[src/rtl/i4001_rom_arbiter.sv]
// i4001_rom_arbiter
// -----------------
// Shares the single port of the i4001_rom block RAM between the CPU fetch
// path (wired-OR rom_addr bus of the i4001 array) and a host loader/debug
// port. Fetch always wins; loader accesses only use idle RAM cycles, and
// only after GUARD idle cycles have passed since fetch_valid was last high.
//
// Ports:
//   sysclk, poc_n          clock, asynchronous active-low reset
//   fetch_valid/addr/data  CPU fetch request and registered returned word
//   ld_req/we/addr/wdata   loader request (level, held until ld_ack)
//   ld_ack, ld_rdata       one-cycle completion pulse, read data (held)
//   ram_en/we/addr/wdata   RAM port drive
//   ram_rdata              synchronous RAM read data (1 cycle after ram_en)
//   stat_fetch, stat_ld_wait  saturating statistics counters
//
// Optional feature: define I4001_ROM_ARB_STATS_EN to build the statistics
// counters; otherwise the stat outputs are tied to 0.

module i4001_rom_arbiter #(
    parameter int ADDR_W = 12,
    parameter int DATA_W = 8,
    parameter int GUARD  = 2
) (
    input  logic              sysclk,
    input  logic              poc_n,
    input  logic              fetch_valid,
    input  logic [ADDR_W-1:0] fetch_addr,
    output logic [DATA_W-1:0] fetch_data,
    input  logic              ld_req,
    input  logic              ld_we,
    input  logic [ADDR_W-1:0] ld_addr,
    input  logic [DATA_W-1:0] ld_wdata,
    output logic              ld_ack,
    output logic [DATA_W-1:0] ld_rdata,
    output logic              ram_en,
    output logic              ram_we,
    output logic [ADDR_W-1:0] ram_addr,
    output logic [DATA_W-1:0] ram_wdata,
    input  logic [DATA_W-1:0] ram_rdata,
    output logic [15:0]       stat_fetch,
    output logic [15:0]       stat_ld_wait
);

    typedef enum logic [1:0] {G_NONE, G_FETCH, G_LOADER} gnt_t;
    typedef enum logic [1:0] {L_IDLE, L_PEND, L_BUSY, L_DONE} ld_state_t;

    localparam logic [3:0] GUARD_LD = 4'(GUARD);

    gnt_t       grant;
    gnt_t       gnt_q;
    ld_state_t  state;
    ld_state_t  state_nxt;
    logic [3:0] guard_cnt;
    logic       ld_we_q;

    // Combinational grant. Held at NONE during reset so the RAM port is quiet.
    always_comb begin
        grant = G_NONE;
        if (!poc_n)
            grant = G_NONE;
        else if (fetch_valid)
            grant = G_FETCH;
        else if (state == L_PEND && guard_cnt == 4'd0)
            grant = G_LOADER;
    end

    always_comb begin
        ram_en    = 1'b0;
        ram_we    = 1'b0;
        ram_addr  = '0;
        ram_wdata = '0;
        case (grant)
            G_FETCH: begin
                ram_en   = 1'b1;
                ram_addr = fetch_addr;
            end
            G_LOADER: begin
                ram_en    = 1'b1;
                ram_we    = ld_we;
                ram_addr  = ld_addr;
                ram_wdata = ld_wdata;
            end
            default: ;
        endcase
    end

    // The read/write flag is captured with the grant so the return cycle
    // knows whether ram_rdata belongs to the loader.
    always_ff @(posedge sysclk or negedge poc_n) begin
        if (!poc_n) begin
            gnt_q      <= G_NONE;
            ld_we_q    <= 1'b0;
            guard_cnt  <= 4'd0;
            state      <= L_IDLE;
            fetch_data <= '0;
            ld_rdata   <= '0;
            ld_ack     <= 1'b0;
        end else begin
            gnt_q   <= grant;
            ld_we_q <= ld_we;
            state   <= state_nxt;
            if (fetch_valid)
                guard_cnt <= GUARD_LD;
            else if (guard_cnt != 4'd0)
                guard_cnt <= guard_cnt - 4'd1;
            if (gnt_q == G_FETCH)
                fetch_data <= ram_rdata;
            if (gnt_q == G_LOADER && !ld_we_q)
                ld_rdata <= ram_rdata;
            ld_ack <= (gnt_q == G_LOADER);
        end
    end

    // L_DONE swallows one cycle so a still-held ld_req is not re-issued.
    // A request dropped while pending returns to idle rather than hanging.
    always_comb begin
        state_nxt = state;
        case (state)
            L_IDLE: if (ld_req) state_nxt = L_PEND;
            L_PEND: begin
                if (grant == G_LOADER)
                    state_nxt = L_BUSY;
                else if (!ld_req)
                    state_nxt = L_IDLE;
            end
            L_BUSY: state_nxt = L_DONE;
            L_DONE: state_nxt = L_IDLE;
            default: state_nxt = L_IDLE;
        endcase
    end

`ifdef I4001_ROM_ARB_STATS_EN
    logic [15:0] fetch_cnt;
    logic [15:0] wait_cnt;

    always_ff @(posedge sysclk or negedge poc_n) begin
        if (!poc_n) begin
            fetch_cnt <= 16'd0;
            wait_cnt  <= 16'd0;
        end else begin
            if (grant == G_FETCH && fetch_cnt != 16'hFFFF)
                fetch_cnt <= fetch_cnt + 16'd1;
            if (state == L_PEND && grant != G_LOADER && wait_cnt != 16'hFFFF)
                wait_cnt <= wait_cnt + 16'd1;
        end
    end

    assign stat_fetch   = fetch_cnt;
    assign stat_ld_wait = wait_cnt;
`else
    assign stat_fetch   = 16'd0;
    assign stat_ld_wait = 16'd0;
`endif

endmodule

[config.mk]
export PLATFORM = sky130hd
export DESIGN_NAME = i4001_rom_arbiter
export DESIGN_NICKNAME = d
export VERILOG_FILES = /design/src/rtl/i4001_rom_arbiter.sv
export SDC_FILE = /design/constraint.sdc
export NUM_CORES = 1
export LEC_CHECK = 0
export ABC_AREA = 1
export BUFFER_PORTS_ARGS = -buffer_cell sky130_fd_sc_hd__buf_2
export CELL_PAD_IN_SITES_DETAIL_PLACEMENT = 1
export CELL_PAD_IN_SITES_GLOBAL_PLACEMENT = 1
export CORE_MARGIN = 2
export CORE_UTILIZATION = 29
export DETAILED_ROUTE_END_ITERATION = 7
export PLACE_DENSITY_LB_ADDON = 0.1
export SLEW_MARGIN = 10
export SYNTH_ARGS = -nofsm -noshare
export SYNTH_HDL_FRONTEND = slang
export SYNTH_SLANG_ARGS = --single-unit
[constraint.sdc]
create_clock -name sysclk -period 2.85 [get_ports sysclk]
set_input_delay 0.285 -clock sysclk [delete_from_list [all_inputs] [get_ports sysclk]]
set_output_delay 0.285 -clock sysclk [all_outputs]
set_load 0.01 [all_outputs]
# After elaboration in Yosys (flattened, before gate mapping)
# Cells that the tools add are included.
[word_totals]
register_bits = 26
elab_cells = 39
inputBits = 45
[classes]
add_sub_neg = 1
reduce_logical = 9
mux = 13
eq_ne = 9
[op_table]
columns = ["op", "count"]
rows = [
  ["$pmux 12 s2", 1],
  ["$mux 2", 6],
  ["$eq 2x2->1 const B", 4],
  ["$mux 4", 2],
  ["$mux 8", 1],
  ["$pmux 2 s4", 1],
  ["$eq 2x1->1 const B", 3],
  ["$logic_not 4->1", 1],
  ["$reduce_bool 4->1", 1],
  ["$sub 4x1->4 const B", 1],
  ["$ne 3x2->1 const B", 1],
  ["$logic_and 1x1->1", 2],
  ["$logic_not 2->1", 1],
  ["$mux 1", 2],
  ["$ne 2x2->1 const B", 1],
  ["$reduce_and 2->1", 1],
  ["$reduce_bool 2->1", 1],
  ["$reduce_or 2->1", 1],
  ["$logic_not 1->1", 1],
]

# Logic depth before layout (Yosys ltp)
# Gate-level depths: netlist (run 1).
[depth]
ltp_word = 8
ltp_mapped = 11
ltp_nobuf = 10

# Worst setup path after synthesis (run 1)
# OpenSTA, ideal clock, no wires.
[synth_timing]
kind = "reg2out"
from = "reg guard_cnt[0]"
to = "out ram_addr[10]"
arrival_time_ns = 1.701
required_ns = 2.565
stages_incl_launch_ff = 11
setup_slack_ns = 0.864
cell_sequence = "dfrtp_1 -> inv_1 -> ha_1 -> inv_2 -> nor2_4 -> nand3_1 -> nor2_2 -> ha_1 -> buf_2 -> nand2_1 -> a21oi_1"
[synth_between]
elab_chain_len = 7
[synth_lines]
columns = ["element", "line", "source"]
rows = [
  ["from (decl)", "54", "logic [3:0] guard_cnt;"],
  ["from (signal assigned)", "106", "guard_cnt <= guard_cnt - 4'd1;"],
  ["$logic_not 4->1 *", "64", "else if (state == L_PEND && guard_cnt == 4'd0)"],
  ["$logic_and 1x1->1 *", "64", ""],
  ["$mux 2 *", "64", ""],
  ["$mux 2 *", "62", "else if (fetch_valid)"],
  ["$mux 2 *", "60", "if (!poc_n)"],
  ["via grant[1]", "50", "gnt_t grant;"],
  ["$eq 2x2->1 or $eq 2x1->1 (tied branches)", "73", "case (grant)"],
  ["$pmux 12 s2 *", "73", ""],
  ["to (decl)", "38", "output logic [ADDR_W-1:0] ram_addr,"],
]
# Mark *: on every way through the listed nets, which the timed path passes. The rest lies on a longest branch.

# Final worst setup path (run 1)
[layout_timing]
from = "reg guard_cnt[0]"
to = "out ram_wdata[6]"
[layout_between]
elab_chain_len = 7
[layout_lines]
columns = ["element", "line", "source"]
rows = [
  ["$logic_not 4->1", "64", ""],
  ["$logic_and 1x1->1", "64", ""],
  ["$mux 2", "64", ""],
  ["$mux 2", "62", ""],
  ["$mux 2", "60", ""],
  ["via grant[1]", "50", ""],
  ["$eq 2x2->1", "73", ""],
  ["$mux 8", "73", ""],
  ["to (decl)", "39", "output logic [DATA_W-1:0] ram_wdata,"],
]
# The timed path passes the listed nets, and every way through them passes these cells.

==> summary.md, run 1 <==
| Metric | Value |
|---|---|
| Synthesized area per cell | `slightly below 8 um2` |
| Fraction of registers with async set/reset | `100%` |
| FMAX | `around 400 MHz` |
| Synth cell count leaders | `nand2_1, buf_4, inv_1, dfrtp_1, o21ai_2` |
| Vias in the first global route | `1434` |
| Die height | `roughly 79 um` |
| Cts bufs inserted | `3` |
| Top cell type by total area after synthesis | `dfrtp_1` |
| Number of flops mapped to enable cells by yosys | `0` |
| Area delta synth->final | `25.7%` |
| Clock buffer depth | `2` |
| Vias per cell | `between 3 and 4` |
| Status | `completed` |
| Area of the mapped netlist | `about 1600 um2` |
| Hold WC Path Type | `input port to flip-flop` |
| CP max FO | `13` |
| Skew final | `~0.0033 ns` |
| Largest net degree at the start of global routing | `25` |
| Post-DP HPWL | `between 3000 and 4000 um` |
| Worst Setup End Kind | `primary output` |
| Final hold vios | `0` |
| Cell Count, Final, Fillers Out | `roughly 360` |
| Placer Congestion | `about 0.66` |
| Worst vdd ir | `approximately 210 uV` |
| Starting Density | `29.9%` |
| Clock root cell | `clkbuf_8` |
| Share of layout cells above drive strength 1 | `between 30% and 40%` |
| Clk_lat worst skew | `around 0.27 ns` |
| Diodes inserted | `0` |
| DRC viols | `0` |
| Sequential-to-total area share from yosys stat | `39.7%` |
| Iter 0 DRT Violations | `50` |
| Top-count cell post-synth | `nand2_1` |
| Detailed-route via count | `~1400` |
| Grt total ovfl | `0` |
| Startpoint Class | `flip-flop` |
| Placed Cells | `between 300 and 400` |
| WP data required | `~2.6 ns` |
| Initial antenna violation count | `0` |
| Sink Count | `26` |
| Post-Synthesis Cells | `208` |
| Clk slew on worst S/H paths | `about 0.090 ns` |
| # setup viols final | `0` |
| Std cell rows | `27` |
| IO Count | `approximately 120` |
| H-tree level count | `1` |
| Library cells used by synthesis | `18` |
| Synth Flop Type | `dfrtp_1` |
| Wire per inst | `approximately 10 um` |
| Synth Warn # | `0` |
| I/O Buffers | `between 80 and 90` |
| Critical path class | `flip-flop to primary output` |
| Synth area leaders | `dfrtp_1, buf_4, nand2_1` |
| Postcts setup bufs | `0` |
| Die W | `between 70 and 80 um` |
| Core area | `around 5500 um2` |
| RSZ-0062 raised after global routing | `false` |
| Overall Global Routing Usage | `~12%` |
| Yosys top cell area share | `between 30% and 40%` |
| Final critical-path share of the clock period | `88.1%` |
| Number of nets at the end of the flow | `340` |
| Number of synthesized register bits | `26` |
| Final Critical Period | `roughly 2.5 ns` |
| Final TNS setup | `0 ns` |
| Final wirelength | `3750 um` |
| CTS tree | `yes` |
| DR pass1 iterations | `4` |
| First-pass GRT wire length | `6240 um` |
| Die area | `6260 um2` |
| Power density cells | `602 nW/um2` |
| CP arrival | `approximately 2.2 ns` |
| LEAKAGE | `1.24 nW` |
| Max Slew Vio Count | `0` |
| Post-route ant nets | `0` |
| Number of max-cap violations | `0` |
-- stage by stage --
| step | instance area (um2) | hold slack, ns | setup slack (ns) | total power, mW | utilization, % |
|---|---|---|---|---|---|
| global route | 2060 | 0.125 | 0.0899 | 1.35 | 37.6 |
| finish | 2060 | 0.136 | 0.340 | 1.24 | 37.6 |
| detailed placement | 1990 | 0.107 | 0.444 | 1.02 | 36.4 |
| CTS | 2060 | 0.137 | 0.146 | 1.26 | 37.6 |
| floorplan | 1750 | -0.0106 | 0.864 | 0.876 | - |
| global placement | 1990 | 0.0992 | 0.543 | 1.01 | 36.4 |
-- cell usage in the layout, fill, tap and decap left out, types with 4 or more instances in the layout --
cell type	count
a21oi_1	12
buf_2	83
clkbuf_8	4
conb_1	32
dfrtp_1	26
inv_1	27
nand2_1	60
nand3_1	4
nor2_1	10
o21ai_2	16
-- cells by family after synthesis --
| logic type | share of synthesized area, % |
|---|---|
| compound gates | 12.2 |
| flops | 39.7 |
| fa+ha+maj | 2.29 |
| other cells | 0.229 |
| buf+inv | 23.9 |
| simple gates | 21.6 |
-- per-layer routing --
layer	GRT usage, %	up-vias	part of all wire [%]
met1	14.5	644	40
met5	0	-	0
met3	3.64	4	10
li1	-	727	-
met2	21.7	69	48
met4	4.14	0	1.3
-- where the power goes --
part	internal (mW)	switching [mW]
sequential	0.472	0.0596
combinational	0.192	0.277
clock	0.123	0.116
total	0.787	0.453
-- critical path, cell delays in order (launching register included) --
cell	delay [ns]
dfrtp_1	0.38
inv_1	0.11
ha_1	0.22
inv_2	0.06
nor2_4	0.10
nand3_1	0.11
nor2_2	0.16
ha_2	0.36
buf_4	0.22
nand2_1	0.06
inv_1	0.05
buf_2	0.12
-- layout make-up --
type,instances,area [um2]
Timing Repair Buffer,86,440
Tap cell,72,90.1
Sequential cell,26,651
Multi-Input combinational cell,146,714
Fill cell,735,3410
Clock buffer,4,55.1
Inverter,29,109
-- registers in the layout (all words and copies together), names as in the netlist, named ones only --
register,cells
guard_cnt,4
ld_we_q,1
ld_ack,1
fetch_data,8
state,1
ld_rdata,8
gnt_q,2
-- repair_timing --
item / 4_1_cts / 5_1_grt
setup endpoints to repair: 0 / 9
resized for setup: 0 / 1
hold endpoints to repair: 2 / 0
hold buffers: 1 / 0
-- final timing paths --
path	endpoint	slack (ns)	cells past startpoint	startpoint
setup reg to reg	state[0]	0.83	11	guard_cnt[0]
hold / removal	ld_we_q	0.14	1	ld_we
hold reg to reg	ld_rdata[2]	0.49	2	ld_rdata[2]
max in group asynchronous	ld_rdata[2]	1.96	3	poc_n
min in group asynchronous	guard_cnt[0]	0.39	2	poc_n
setup / recovery	ram_wdata[6]	0.34	11	guard_cnt[0]
Note: power is estimated with default switching activity, not from simulation.
==> run 2: changes to the inputs <==
Settings changed: RECOVER_POWER set to 100.
==> run 2 against run 1 <==
Effect of this change:
- utilization fell by 2.2 points
- hold slack improved by 0.0036 ns
- clock power decreased by 2%
- worst setup slack worse by 0.026 ns
- sequential share of layout area increased by 2.0 points
- critical path depth unchanged
==> summary.md, run 2 (synthesis results as in run 1) <==
| Metric | Value |
|---|---|
| Starting Density | `29.9% (unchanged)` |
| WP data required | `2.57 ns (about the same)` |
| Iter 0 DRT Violations | `58 (was 50)` |
| Register area | `651 um2 (unchanged)` |
| Worst Setup End Kind | `primary output (unchanged)` |
| Met3 Usage GRT | `3.64% (unchanged)` |
| Diodes inserted | `0 (unchanged)` |
| RSZ-0062 raised after global routing | `false (unchanged)` |
| Final TNS setup | `0 ns (unchanged)` |
| Most common cell after layout, fill and taps aside | `nand2_1 (was buf_2)` |
| Clock buffer depth | `2 (unchanged)` |
| Worst vdd ir | `198 uV (was 215 uV)` |
| Critical path class | `flip-flop to primary output (unchanged)` |
| First-pass GRT wire length | `6240 um (unchanged)` |
| Cts bufs inserted | `3 (unchanged)` |
| Sink Count | `26 (unchanged)` |
| Hold WC Path Type | `input port to flip-flop (unchanged)` |
| Power density cells | `607 nW/um2 (was 602 nW/um2)` |
| I/O Buffers | `83 (unchanged)` |
| RR Endpoint | `state[0] (unchanged)` |
| Area delta synth->final | `18.3% (was 25.7%)` |
| Final critical-path share of the clock period | `89.0% (was 88.1%)` |
| Status | `completed (unchanged)` |
| Initial antenna violation count | `0 (unchanged)` |
| Most used cell along the critical path | `inv_1 (unchanged)` |
| GRT met1 Usage | `14.5% (unchanged)` |
| Final Critical Period | `2.54 ns (was 2.51 ns)` |
| R2R Path Start | `guard_cnt[0] (unchanged)` |
| Overall Global Routing Usage | `12.4% (unchanged)` |
| WHS Endpoint | `ld_we_q (unchanged)` |
| WP buf/inv | `5 (unchanged)` |
| Vias per cell | `3.94 (was 3.98)` |
| Post-DP HPWL | `3100 um (unchanged)` |
| Max_slew headroom | `14.6%` |
| Most frequent cells in the layout | `nand2_1, buf_2, clkbuf_1, conb_1, inv_1 (was buf_2, nand2_1, conb_1, inv_1, dfrtp_1)` |
| Clk_lat worst skew | `0.26 ns (was 0.27 ns)` |
| Largest regs | `fetch_data (8), ld_rdata (8), guard_cnt (4) (unchanged)` |
| Crit path largest cell delay | `0.38 ns (about the same)` |
| Hold depth | `1 (unchanged)` |
| Vias in the first global route | `1434 (unchanged)` |
| Worst r2r path cells | `11 (unchanged)` |
| # setup viols final | `0 (unchanged)` |
| Postcts setup bufs | `0 (unchanged)` |
| Worst Hold Launch | `ld_we (unchanged)` |
| Max Slew Vio Count | `0 (unchanged)` |
| FMAX | `394 MHz (was 398 MHz)` |
| Detailed-route via count | `1430 (was 1444)` |
| Largest net degree at the start of global routing | `25 (unchanged)` |
| DR pass1 iterations | `4 (unchanged)` |
| IO Count | `116 (unchanged)` |
| WHS | `0.140 ns (was 0.136 ns)` |
| H-tree level count | `1 (unchanged)` |
| Share of layout cells above drive strength 1 | `19.9% (was 39.5%)` |
| FILL cells | `755 (was 735)` |
| Multi-input logic area | `644 um2 (was 714 um2)` |
| Grt total ovfl | `0 (unchanged)` |
| Worst slew pin tran | `roughly 1.3 ns` |
| Dominant delay contributor by cell family on the critical path | `buffers and inverters (was adder cells)` |
| LEAKAGE | `1.08 nW (was 1.24 nW)` |
| Final hold vios | `0 (unchanged)` |
| Die W | `79.2 um (unchanged)` |
| Clock root cell | `clkbuf_8 (unchanged)` |
| Startpoint Class | `flip-flop (unchanged)` |
| CTS tree | `yes (unchanged)` |
| Critical path's slowest cell | `dfrtp_1 (unchanged)` |
| Critical Path, Cell by Cell | `inv_1, ha_1, inv_1, nor2_4, nand3_1, nor2_2, ha_2, buf_4, nand2_1, inv_1, clkbuf_1 (was inv_1, ha_1, inv_2, nor2_4, nand3_1, nor2_2, ha_2, buf_4, nand2_1, inv_1, buf_2)` |
| Wire per inst | `10.4 um (was 10.3 um)` |
| Post-route ant nets | `0 (unchanged)` |
| Number of max-cap violations | `0 (unchanged)` |
| GRT busiest layer | `met2 (unchanged)` |
| CP arrival | `2.25 ns (was 2.22 ns)` |
| Std cell rows | `27 (unchanged)` |
| DRC viols | `0 (unchanged)` |
| Core area | `5470 um2 (unchanged)` |
| Die area | `6260 um2 (unchanged)` |
| Reg2Reg Setup Slack | `0.83 ns (about the same)` |
| CP max FO | `13 (unchanged)` |
| Die height | `79.2 um (unchanged)` |
| GR Util met2 | `21.7% (unchanged)` |
| Placer Congestion | `0.662 (unchanged)` |
| Number of nets at the end of the flow | `340 (unchanged)` |
| Final wirelength | `3790 um (was 3750 um)` |
| Skew final | `0.00185 ns (was 0.00333 ns)` |
| Clk slew on worst S/H paths | `0.09 ns (about the same)` |
[run 2: cell count changes in the layout (fill, tap and decap cells not counted), sizes merged]
cell	delta
buf	-39
clkbuf	+39
[run 2: final cells by class]
| class | count | share of cell area, % |
|---|---|---|
| clock buffers | 4 | 2.84 |
| multi-input cells | 146 | 33.2 |
| well taps | 72 | 4.65 |
| inverters | 29 | 5.62 |
| flip-flops and latches | 26 | 33.6 |
| repair buffers | 86 | 20.1 |
[run 2: worst max path at each step]
stage,end,cells past startpoint,start,slack [ns]
finish,ram_wdata[0],11,guard_cnt[0],0.31
global route,ram_wdata[7],11,guard_cnt[0],0.06
CTS,ram_wdata[6],11,guard_cnt[0],0.15
detailed placement,ram_wdata[6],11,guard_cnt[0],0.44
global placement,ram_wdata[0],11,guard_cnt[0],0.54
floorplan,ram_addr[10],10,guard_cnt[0],0.86
[run 2: power by group]
group | internal (mW) | switching (mW)
registers | 0.472 | 0.0622
logic | 0.148 | 0.257
clock network | 0.123 | 0.112
total | 0.744 | 0.432
[run 2: through the flow]
step / cells / instance area (um2) / util (%) / power [mW] / setup slack [ns]
after detailed placement: 358 / 1990 / 36.4 / 1.02 / 0.444
after CTS: 363 / 2060 / 37.6 / 1.26 / 0.146
after global placement: 358 / 1990 / 36.4 / 1.01 / 0.543
after global routing: 363 / 1940 / 35.4 / 1.29 / 0.0586
after floorplan: 239 / 1750 / - / 0.876 / 0.864
final: 363 / 1940 / 35.4 / 1.18 / 0.314
[run 2: metal layers]
layer / up-vias / part of all wire [%]
li1: 729 / -
met1: 628 / 43
met2: 69 / 46
met3: 4 / 9.9
met4: 0 / 1.3
met5: - / 0
[run 2: what timing repair did]
item                                    4_1_cts  5_1_grt
hold buffers                                  1        0
resized for setup                             0        1
endpoints found under the hold margin         2        0
endpoints found under the setup margin        0        9
